### src/rtl/field_unpack.sv
// field_unpack: splits a packed word into MSB-first fields, one zero-extended field per beat.
// Defining FIELD_UNPACK_SEXT_EN adds in_sext, which sign-extends each field instead.
module field_unpack #(
    parameter int IN_WIDTH   = 16,
    parameter int OUT_WIDTH  = 8,
    parameter int NUM_FIELDS = 4,
    parameter int LEN_W      = $clog2(OUT_WIDTH + 1)
) (
    input  logic                        clk,
    input  logic                        rst,
    input  logic                        in_valid,
    output logic                        in_ready,
    input  logic [IN_WIDTH-1:0]         in_data,
    input  logic [NUM_FIELDS*LEN_W-1:0] in_lens,
`ifdef FIELD_UNPACK_SEXT_EN
    input  logic                        in_sext,
`endif
    output logic                        out_valid,
    input  logic                        out_ready,
    output logic [OUT_WIDTH-1:0]        out_data,
    output logic [LEN_W-1:0]            out_len,
    output logic                        out_last,
    output logic                        err
);
    localparam int SUM_W = $clog2(IN_WIDTH + 1) + 1;
    localparam int IDX_W = NUM_FIELDS > 1 ? $clog2(NUM_FIELDS) : 1;

    typedef enum logic {IDLE, EMIT} stateT;

    stateT                       state;
    logic [IN_WIDTH-1:0]         sr, srcSr;
    logic [NUM_FIELDS*LEN_W-1:0] lens, srcLens;
    logic [IDX_W-1:0]            idx, nIdx;
    logic [IDX_W:0]              fromIdx;
    logic [LEN_W-1:0]            curLen, nLen;
    logic [SUM_W-1:0]            sum, shamt;
    logic [OUT_WIDTH-1:0]        field, nData;
    logic                        sext, sextIn, srcSext, found, more, tooLong, bad;

`ifdef FIELD_UNPACK_SEXT_EN
    assign sextIn = in_sext;
`else
    assign sextIn = 1'b0;
`endif

    assign in_ready = state == IDLE;

    // One lookup serves both the accept (from the incoming word) and the advance (from the shifted sr).
    always_comb begin
        curLen  = lens[idx*LEN_W +: LEN_W];
        srcSr   = state == IDLE ? in_data : sr << curLen;
        srcLens = state == IDLE ? in_lens : lens;
        srcSext = state == IDLE ? sextIn : sext;
        fromIdx = state == IDLE ? '0 : {1'b0, idx} + 1'b1;
        found   = 1'b0;
        nIdx    = '0;
        more    = 1'b0;
        sum     = '0;
        tooLong = 1'b0;
        for (int i = NUM_FIELDS - 1; i >= 0; i--) begin
            if (i >= int'(fromIdx) && srcLens[i*LEN_W +: LEN_W] != '0) begin
                found = 1'b1;
                nIdx  = IDX_W'(i);
            end
        end
        for (int i = 0; i < NUM_FIELDS; i++) begin
            if (i > int'(nIdx) && srcLens[i*LEN_W +: LEN_W] != '0) more = 1'b1;
            if (int'(srcLens[i*LEN_W +: LEN_W]) > OUT_WIDTH) tooLong = 1'b1;
            sum = sum + SUM_W'(srcLens[i*LEN_W +: LEN_W]);
        end
        nLen  = srcLens[nIdx*LEN_W +: LEN_W];
        shamt = SUM_W'(IN_WIDTH) - SUM_W'(nLen);
        field = OUT_WIDTH'(srcSr >> shamt);
        nData = (srcSext && nLen != '0 && srcSr[IN_WIDTH-1]) ? field | ({OUT_WIDTH{1'b1}} << nLen) : field;
        bad   = tooLong || sum > SUM_W'(IN_WIDTH);
    end

    always_ff @(posedge clk) begin
        if (rst) begin
            state     <= IDLE;
            sr        <= '0;
            lens      <= '0;
            idx       <= '0;
            sext      <= 1'b0;
            out_valid <= 1'b0;
            out_data  <= '0;
            out_len   <= '0;
            out_last  <= 1'b0;
            err       <= 1'b0;
        end else begin
            err <= 1'b0;
            if (state == IDLE) begin
                if (in_valid) begin
                    sr   <= in_data;
                    lens <= in_lens;
                    sext <= sextIn;
                    if (bad) err <= 1'b1;
                    else if (found) begin
                        state     <= EMIT;
                        idx       <= nIdx;
                        out_valid <= 1'b1;
                        out_data  <= nData;
                        out_len   <= nLen;
                        out_last  <= !more;
                    end
                end
            end else if (out_ready) begin
                sr <= srcSr;
                if (out_last) begin
                    state     <= IDLE;
                    out_valid <= 1'b0;
                    out_last  <= 1'b0;
                end else begin
                    idx      <= nIdx;
                    out_data <= nData;
                    out_len  <= nLen;
                    out_last <= !more;
                end
            end
        end
    end
endmodule
### config.mk
export PLATFORM = sky130hd
export DESIGN_NAME = field_unpack
export DESIGN_NICKNAME = d
export VERILOG_FILES = /design/src/rtl/field_unpack.sv
export SDC_FILE = /design/constraint.sdc
export NUM_CORES = 1
export LEC_CHECK = 0
export CAP_MARGIN = 15
export CORE_AREA = 2 2 126 128
export CTS_CLUSTER_SIZE = 25
export DETAILED_ROUTE_END_ITERATION = 6
export DIE_AREA = 0 0 128 130
export PLACE_DENSITY_LB_ADDON = 0.3
export SKIP_LAST_GASP = 1
export SLEW_MARGIN = 20
export SYNTH_ARGS = -nofsm -noshare
export SYNTH_HDL_FRONTEND = slang
export SYNTH_SLANG_ARGS = --single-unit
### constraint.sdc
create_clock -name clk -period 4.45 [get_ports clk]
set_input_delay 0.6675 -clock clk [delete_from_list [all_inputs] [get_ports clk]]
set_output_delay 0.6675 -clock clk [all_outputs]
set_load 0.1 [all_outputs]
==> results of run 1 <==
[cells in the mapped netlist, types with 3 or more instances]
cell | instances | area [sq um]
a211o_1 | 3 | 26.3
a211oi_1 | 14 | 105
a21o_1 | 4 | 30.0
a21oi_1 | 35 | 175
a221oi_1 | 3 | 26.3
a22oi_1 | 9 | 67.6
a31oi_1 | 5 | 31.3
a32oi_1 | 3 | 26.3
and2_1 | 4 | 25.0
buf_4 | 6 | 45.0
buf_6 | 4 | 45.0
clkbuf_1 | 20 | 75.1
dfxtp_1 | 50 | 1000
fa_1 | 8 | 160
ha_1 | 7 | 87.6
inv_1 | 18 | 67.6
mux2_2 | 10 | 113
mux2i_1 | 56 | 561
mux4_2 | 8 | 180
nand2_1 | 66 | 248
nand2b_1 | 8 | 50.1
nand3_1 | 11 | 55.1
nand4_1 | 5 | 31.3
nor2_1 | 58 | 218
nor2b_1 | 10 | 62.6
nor3_1 | 22 | 110
nor4_1 | 5 | 31.3
o2111ai_1 | 5 | 43.8
o211ai_1 | 5 | 37.5
o21ai_0 | 10 | 50.1
o221ai_1 | 3 | 26.3
o2bb2ai_1 | 4 | 35.0
or3_1 | 5 | 31.3
[cell type report]
type                            instances  area, sq um  area share [%]
Timing Repair Buffer                  108          946            16.4
Tap cell                              192          240            4.18
Sequential cell                        50         1000            17.5
Clock buffer                            7          133            2.31
Inverter                               21         81.3            1.41
Multi-Input combinational cell        437         3340            58.1
Antenna cell                            1         2.50          0.0435
[routing by layer]
layer	up-vias	share of wire, %	GRT usage, %
li1	2174	-	-
met1	2160	46	23.4
met2	135	47	29.5
met3	22	5.0	2.67
met4	0	2.4	7.05
met5	-	0	0
[power breakdown]
group          internal [mW]  switching, mW  total (mW)
sequential             0.481         0.0374       0.518
clock                  0.207          0.172       0.378
combinational          0.389          0.517       0.906
total                   1.08          0.727        1.80
[worst register-to-register path, cell delays in order, from the launching register on]
cell and delay, ns:
dfxtp_4 0.43, buf_4 0.16, mux2i_4 0.25, inv_1 0.10
fa_2 0.38, fa_1 0.54, ha_2 0.19, inv_1 0.06
fa_2 0.40, xnor2_1 0.16, nor4b_2 0.31, a21oi_2 0.08
a2111oi_4 0.24, buf_4 0.17, nor2_1 0.05, a21oi_2 0.20
nor2_4 0.09, a211o_1 0.31
[how the worst max path moves through the flow]
| stage | from | endpoint | depth (start not counted) |
|---|---|---|---|
| 2_1_floorplan | state | out_data[1] | 20 |
| 3_3_place_gp | in_lens[9] | out_data[6] | 18 |
| 3_5_place_dp | in_lens[9] | out_data[6] | 18 |
| 4_1_cts | in_lens[6] | out_data[2] | 15 |
| 5_1_grt | in_lens[1] | out_data[1] | 17 |
| 6_report | in_lens[8] | out_data[1] | 17 |
[cell families after synthesis]
logic type,Yosys count,synth area share [%]
AOI/OAI and AO/OA,138,24.0
xor gates and xnor gates,3,0.756
adders and majority gates,15,5.54
buffers and inverters,56,6.02
DFF,50,22.4
muxes,77,20.2
and+or+nand+nor,204,21.1
[repair_timing]
item                                    CTS  global route
setup buffers                             0             4
pin swaps                                 5             8
gates resized for setup                  17            14
endpoints found under the setup margin   15            12
[registers in the layout (all words and copies together) (netlist names)]
name       flops
out_data       8
sr            16
err            1
lens          16
idx            2
state          1
out_len        4
out_valid      1
out_last       1
[cell usage in the layout (no fill, tap or decap), drive strengths merged, types with 6 or more instances in the layout]
cell type,Yosys,final
a211oi,16,16
nand3,11,11
fa,8,8
mux2,10,10
nor2b,10,10
a22oi,10,10
clkbuf,21,8
dfxtp,50,50
nand2,66,66
a21oi,36,36
buf,14,57
inv,21,21
nor2,58,58
mux4,8,8
mux2i,59,59
nor3,22,22
o21ai,13,13
a31oi,6,6
ha,7,7
clkdlybuf4s50,0,46
nand2b,8,8
==> impl_metrics.json, run 1 <==
{
  "status": "finished clean",
  "n_fill_cell": 1592,
  "required_ns": 4.63,
  "synth_nets": 594,
  "crit_family": "adder cells",
  "clk_pin_slew_worst_paths_ns": 0.07,
  "relSlewSlack_pct": 34.5,
  "ant_nets": 0,
  "avgSynthCellArea_sq_um": 8.24,
  "htreeDepth": 2,
  "rr_worst_depth": 17,
  "die_h_um": 130,
  "cp_max_fo": 7,
  "wl_per_cell_um": 18.1,
  "design_area_sq_um": 5750,
  "drive_gt1_share_pct": 19.7,
  "criticalPathCategory": "primary input to register",
  "hp-start": "out_data[3]",
  "ir_drop_mv": 0.132,
  "hp-class": "register to register",
  "holdWs_ns": 0.490,
  "cts-root-buf": "clkbuf_16",
  "finalHoldViolCount": 0,
  "synth_top_flop_cell": "dfxtp_1",
  "vias_per_cell": 5.50,
  "yosysSeqAreaShare_pct": 22.4,
  "grt_remaining_overflow": 0,
  "rr_startpoint": "state",
  "gp_congestion": 0.903,
  "ys_warn_count": 0,
  "reg2reg_slack_ns": 0.20,
  "critPathBufInv": 3,
  "final_max_slew_viol_count": 0,
  "finalNetCount": 674,
  "power_density_nw_per_um2": 313,
  "ios": 52,
  "finalClockSkew_ns": 0.0136,
  "start_kind": "primary input",
  "reg2reg_to": "out_data[1]",
  "pre_cts_ws_ns": -0.668,
  "drc": 0,
  "numCtsBuffers": 5,
  "chipWidth_um": 128,
  "drt-pass1-iter-count": 5,
  "worst_slack_ns": 0.188,
  "min_path_cells": 2,
  "finalPower_mw": 1.80,
  "rsz0062_at_grt": "false",
  "dieArea_sq_um": 16600,
  "min_period_ns": 4.26,
  "p_leak_nw": 2.19,
  "period_share_pct": 95.8,
  "clk_latency_ns": 0.30,
  "cap_violations": 0,
  "antenna_found_initial": 1,
  "grt_pass1_vias": 4486,
  "critPathCaptureType": "register",
  "cts_hold_buf": 0,
  "initial_core_util_pct": 29.0,
  "cts_sinks": 50,
  "layoutNonFillerInstCount": 816,
  "cts_buffer_depth": 2,
  "netlist_instances": 543,
  "cpMaxStageDelayCell": "fa_1",
  "path_cells": "clkdlybuf4s50_1 > nand2_2 > nand2_1 > fa_2 > fa_1 > ha_2 > inv_1 > fa_2 > xnor2_1 > nor4b_2 > a21oi_2 > a2111oi_4 > buf_4 > nor2_1 > a21oi_2 > nor2_4 > a211o_1",
  "drt_iter0_markers": 396,
  "syn_to_final_growth_pct": 28.6,
  "synth_cell_types": 76,
  "grt_usage_pct": 17.8,
  "synth_edf_count": 0,
  "finalSetupViolations": 0,
  "synth_seq_cells": 50,
  "io_buffers": 51,
  "place_hpwl_um": 11400,
  "num_vias": 4491,
  "grt_max_degree": 41,
  "place_area_sq_um": 5470,
  "max_freq_ghz": 0.235,
  "synth_async_sr_flop_share_pct": 0,
  "worstMarginPinSlew_ns": 0.980,
  "cpPeakStageDelay_ns": 0.53,
  "finish.utilization_pct": 37.3,
  "cts_tree": "built",
  "cp.arrival_ns": 4.44,
  "grt_first_pass_wirelength_um": 23500,
  "fp.coreArea_sq_um": 15400,
  "synth.cell_area_sq_um": 4470,
  "setup_tns_ns": 0,
  "wirelength_um": 14700,
  "numPlacedInstances": 804,
  "hold_path_end": "out_data[3]",
  "rows": 46
}
Power figures use the tool's default switching activity.
==> run 2: changes to the inputs <==
- GPL_ROUTABILITY_DRIVEN: not set -> 0
- GPL_TIMING_DRIVEN: not set -> 0
==> impl_metrics.json, run 2 (same netlist as run 1, synthesis figures left out) <==
{
  "cts_buffer_depth": 2,
  "ant_nets": 0,
  "layout_common_cells": "nand2_1, nor2_1, mux2i_1",
  "cpMaxStageDelayCell": "fa_1",
  "grt_first_pass_wirelength_um": 24200,
  "numPlacedInstances": 785,
  "antennaDiodeCount": 0,
  "grt_remaining_overflow": 0,
  "critPathBufInv": 3,
  "relSlewSlack_pct": 34.5,
  "dieArea_sq_um": 16600,
  "p_leak_nw": 2.23,
  "grt_usage_pct": 18.3,
  "grt_max_degree": 15,
  "finish.utilization_pct": 38.6,
  "htreeDepth": 2,
  "setup_tns_ns": -0.253,
  "min_period_ns": 4.50,
  "cap_violations": 0,
  "critPathCaptureType": "register",
  "cts_hold_buf": 0,
  "cp_max_fo": 4,
  "max_freq_ghz": 0.222,
  "num_vias": 4692,
  "clk_latency_ns": 0.30,
  "drive_gt1_share_pct": 20.4,
  "design_area_sq_um": 5960,
  "layoutNonFillerInstCount": 824,
  "clk_pin_slew_worst_paths_ns": 0.07,
  "place_area_sq_um": 5260,
  "criticalPathCategory": "primary input to register",
  "wl_per_cell_um": 18.9,
  "finalPower_mw": 1.85,
  "numCtsBuffers": 5,
  "power_density_nw_per_um2": 310,
  "crit_family": "adder cells",
  "initial_core_util_pct": 29.0,
  "cpPeakStageDelay_ns": 0.56,
  "finalHoldViolCount": 0,
  "drt_iter0_markers": 562,
  "finalClockSkew_ns": 0.00825,
  "chipWidth_um": 128,
  "holdWs_ns": 0.475,
  "reg_top3": "lens x16, sr x16, out_data x8",
  "finalNetCount": 682,
  "path_cells": "clkdlybuf4s50_1 > mux2i_4 > fa_1 > fa_1 > fa_2 > xnor2_2 > nor4b_2 > a21oi_2 > a2111oi_4 > buf_4 > o21ai_4 > a31oi_4 > buf_6 > nor2b_4 > o2111ai_1 > nand3_1",
  "n_fill_cell": 1540,
  "drc": 0,
  "finalSetupViolations": 7,
  "rows": 46,
  "start_kind": "primary input",
  "required_ns": 4.69,
  "syn_to_final_growth_pct": 33.3,
  "place_hpwl_um": 11500,
  "final_common_cell": "nand2_1",
  "grt_pass1_vias": 4651,
  "period_share_pct": 101,
  "final_max_slew_viol_count": 0,
  "pre_cts_ws_ns": -1.07,
  "ios": 52,
  "path_common_cell": "fa_1",
  "fp.coreArea_sq_um": 15400,
  "worst_slack_ns": -0.0523,
  "violations": "setup timing",
  "die_h_um": 130,
  "vias_per_cell": 5.69,
  "hp-class": "register to register",
  "worstMarginPinSlew_ns": 0.980,
  "io_buffers": 50,
  "cts_sinks": 50,
  "cts-root-buf": "clkbuf_16",
  "rsz0062_at_grt": "true",
  "drt-pass1-iter-count": 6,
  "ir_drop_mv": 0.181,
  "cp.arrival_ns": 4.74,
  "status": "finished with violations",
  "wirelength_um": 15600,
  "antenna_found_initial": 0,
  "cts_tree": "built"
}
## run 2: cell types whose count changed in the layout (fill, tap and decap cells not counted), moves of 3 or more
cell      before  now
nor2_1        57   54
buf_6          1   11
buf_4         55   26
clkbuf_1       2   18
mux2i_1       53   50
mux2i_4        3    7
## run 2: routing by layer
metal	up-vias	GRT usage [%]	share of wire (%)
li1	2198	-	-
met3	23	2.38	5.2
met5	-	0	0
met2	187	32.2	49
met4	0	5.88	2.3
met1	2284	23.4	43
## run 2: power breakdown
group / internal [mW] / switching [mW]
combinational: 0.383 / 0.543
clock: 0.224 / 0.178
sequential: 0.481 / 0.0381
total: 1.09 / 0.759
## run 2: worst register-to-register path: cells and delay by family (launching register included)
family / cells / cell delay [ns]
flops: 1 / 0.35
compound gates: 5 / 0.81
mux: 1 / 0.27
buf+inv: 6 / 0.79
xor+xnor: 1 / 0.15
fa+ha+maj: 3 / 1.48
simple gates: 3 / 0.59
## run 2: what timing repair did
item,CTS,global route
endpoints found under the setup margin,15,13
cloned,0,0
gates resized for setup,49,22
pin swaps,15,19
buffers inserted,24,9
## run 2: path summary, 6_finish.rpt
check | start | end | slack (ns) | cells past startpoint
setup / recovery | in_lens[6] | out_data[3] | -0.05 | 16
hold / removal | out_data[0] | out_data[0] | 0.47 | 1
setup reg to reg | state | out_data[3] | -0.04 | 19
hold reg to reg | out_data[0] | out_data[0] | 0.47 | 1
## run 2: cell type report
type                    count  area, sq um  share of cell area [%]
clock inverters             1         5.00                  0.0840
plain buffers              33          208                    3.49
flip-flops and latches     50         1000                    16.8
repair buffers             83          795                    13.3
clock buffers               7          143                    2.39
multi-input cells         437         3490                    58.5
inverters                  21         81.3                    1.36
well taps                 192          240                    4.03
==> run 3: changes to the inputs <==
- RECOVER_POWER: not set -> 50
==> impl_metrics.json, run 3 (same netlist as run 1, synthesis figures left out) <==
{
  "status": "finished with violations",
  "violations": "setup timing",
  "place_hpwl_um": 11500,
  "dieArea_sq_um": 16600,
  "die_h_um": 130,
  "rsz0062_at_grt": "true",
  "n_fill_cell": 1540,
  "vias_per_cell": 5.68,
  "final_max_slew_viol_count": 0,
  "highest_layer": "met4",
  "cts-root-buf": "clkbuf_16",
  "ios": 52,
  "wl_per_cell_um": 18.8,
  "initial_core_util_pct": 29.0,
  "cts_tree": "built",
  "wl_met2_um": 7650,
  "grt_remaining_overflow": 0,
  "start_kind": "primary input",
  "finalClockSkew_ns": 0.00806,
  "grt_max_degree": 15,
  "antennaDiodeCount": 0,
  "drt-pass1-iter-count": 6,
  "holdWs_ns": 0.467,
  "fp.coreArea_sq_um": 15400,
  "htreeDepth": 2,
  "rr_startpoint": "state",
  "max_freq_ghz": 0.222,
  "finish.utilization_pct": 38.6,
  "cts_buffer_depth": 2,
  "ant_nets": 0,
  "io_buffers": 50,
  "drc": 0,
  "min_period_ns": 4.50,
  "power_density_nw_per_um2": 309,
  "reg2reg_to": "out_data[5]",
  "worstMarginPinSlew_ns": 0.990,
  "period_share_pct": 101,
  "cp-startpoint": "in_lens[6]",
  "drt_iter0_markers": 549,
  "clk_latency_ns": 0.30,
  "p_leak_nw": 2.28,
  "cts_hold_buf": 0,
  "finalNetCount": 682,
  "met3_length_um": 750,
  "chipWidth_um": 128,
  "grt_first_pass_wirelength_um": 24200,
  "criticalPathCategory": "primary input to register",
  "cp.arrival_ns": 4.71,
  "cts_sinks": 50,
  "finalSetupViolations": 8,
  "ir_drop_mv": 0.178,
  "relSlewSlack_pct": 33.8,
  "final_common_cell": "nand2_1",
  "cap_violations": 0,
  "rr_worst_depth": 19,
  "reg_top3": "lens x16, sr x16, out_data x8",
  "wirelength_um": 15500,
  "cp_max_fo": 3,
  "finalHoldViolCount": 0,
  "setup_tns_ns": -0.256,
  "wl_met1_um": 6760,
  "reg2reg_slack_ns": -0.04,
  "antenna_found_initial": 0,
  "grt_pass1_vias": 4651,
  "drive_gt1_share_pct": 20.4,
  "critPathCapture": "out_data[5]",
  "clk_pin_slew_worst_paths_ns": 0.07,
  "rows": 46,
  "grt_usage_pct": 18.3,
  "hp-class": "register to register",
  "critPathCaptureType": "register",
  "numCtsBuffers": 5,
  "num_vias": 4683,
  "worst_slack_ns": -0.0499,
  "syn_to_final_growth_pct": 33.3,
  "required_ns": 4.66,
  "layout_common_cells": "nand2_1, nor2_1, mux2i_1"
}
## run 3: cell count changes in the layout (fill, tap and decap cells not counted)
cell / before / now
clkdlybuf4s50_1: 44 / 30
dlygate4sd3_1: 0 / 14
## run 3: worst min-delay path by stage
stage / slack (ns) / start / to / depth (start not counted)
finish: 0.47 / out_data[0] / out_data[0] / 1
global route: 0.49 / out_data[2] / out_data[2] / 1
CTS: 0.48 / out_data[3] / out_data[3] / 2
detailed placement: 0.46 / out_data[3] / out_data[3] / 2
global placement: 0.45 / out_data[3] / out_data[3] / 2
floorplan: 0.44 / lens[15] / lens[15] / 2
## run 3: area by class of cell
cell class,instances,area [sq um],share of cell area [%]
Buffer,33,208,3.49
Clock buffer,7,143,2.39
Clock inverter,1,5.00,0.0840
Inverter,21,81.3,1.36
Multi-Input combinational cell,437,3490,58.5
Sequential cell,50,1000,16.8
Tap cell,192,240,4.03
Timing Repair Buffer,83,795,13.3
## run 3: timing repair
item / CTS / global route
pin swaps: 15 / 19
gates resized for setup: 49 / 22
endpoints found under the hold margin: 0 / 0
setup endpoints to repair: 15 / 13
buffers inserted: 24 / 9
## run 3: worst max-delay path, cell delays in order
cell and delay (ns):
clkdlybuf4s50_1 0.50, mux2i_4 0.23, fa_1 0.48, fa_1 0.56
fa_2 0.44, xnor2_2 0.15, nor4b_2 0.30, a21oi_2 0.10
a2111oi_4 0.27, buf_4 0.19, o21ai_4 0.07, a31oi_4 0.21
buf_6 0.13, buf_4 0.10, nand4_1 0.09, a31oi_1 0.23
## run 3: through the flow
step,power (mW),instances,setup slack [ns],area [sq um]
floorplan,1.11,543,0.0135,4520
global placement,1.30,785,-1.04,5260
detailed placement,1.32,785,-1.07,5260
CTS,1.81,816,-0.0158,5810
global route,1.94,824,-0.194,5960
finish,1.84,824,-0.0499,5960
## run 3: routing by layer
metal | GRT usage (%) | vias up
met4 | 5.88 | 0
met2 | 32.2 | 174
li1 | - | 2193
met5 | 0 | -
met1 | 23.4 | 2293
met3 | 2.38 | 23
## run 3: power by group
part	leakage (nW)	internal (mW)	total (mW)	switching, mW
logic	1.80	0.380	0.922	0.542
registers	0.411	0.481	0.519	0.0378
clock network	0.0739	0.224	0.400	0.176
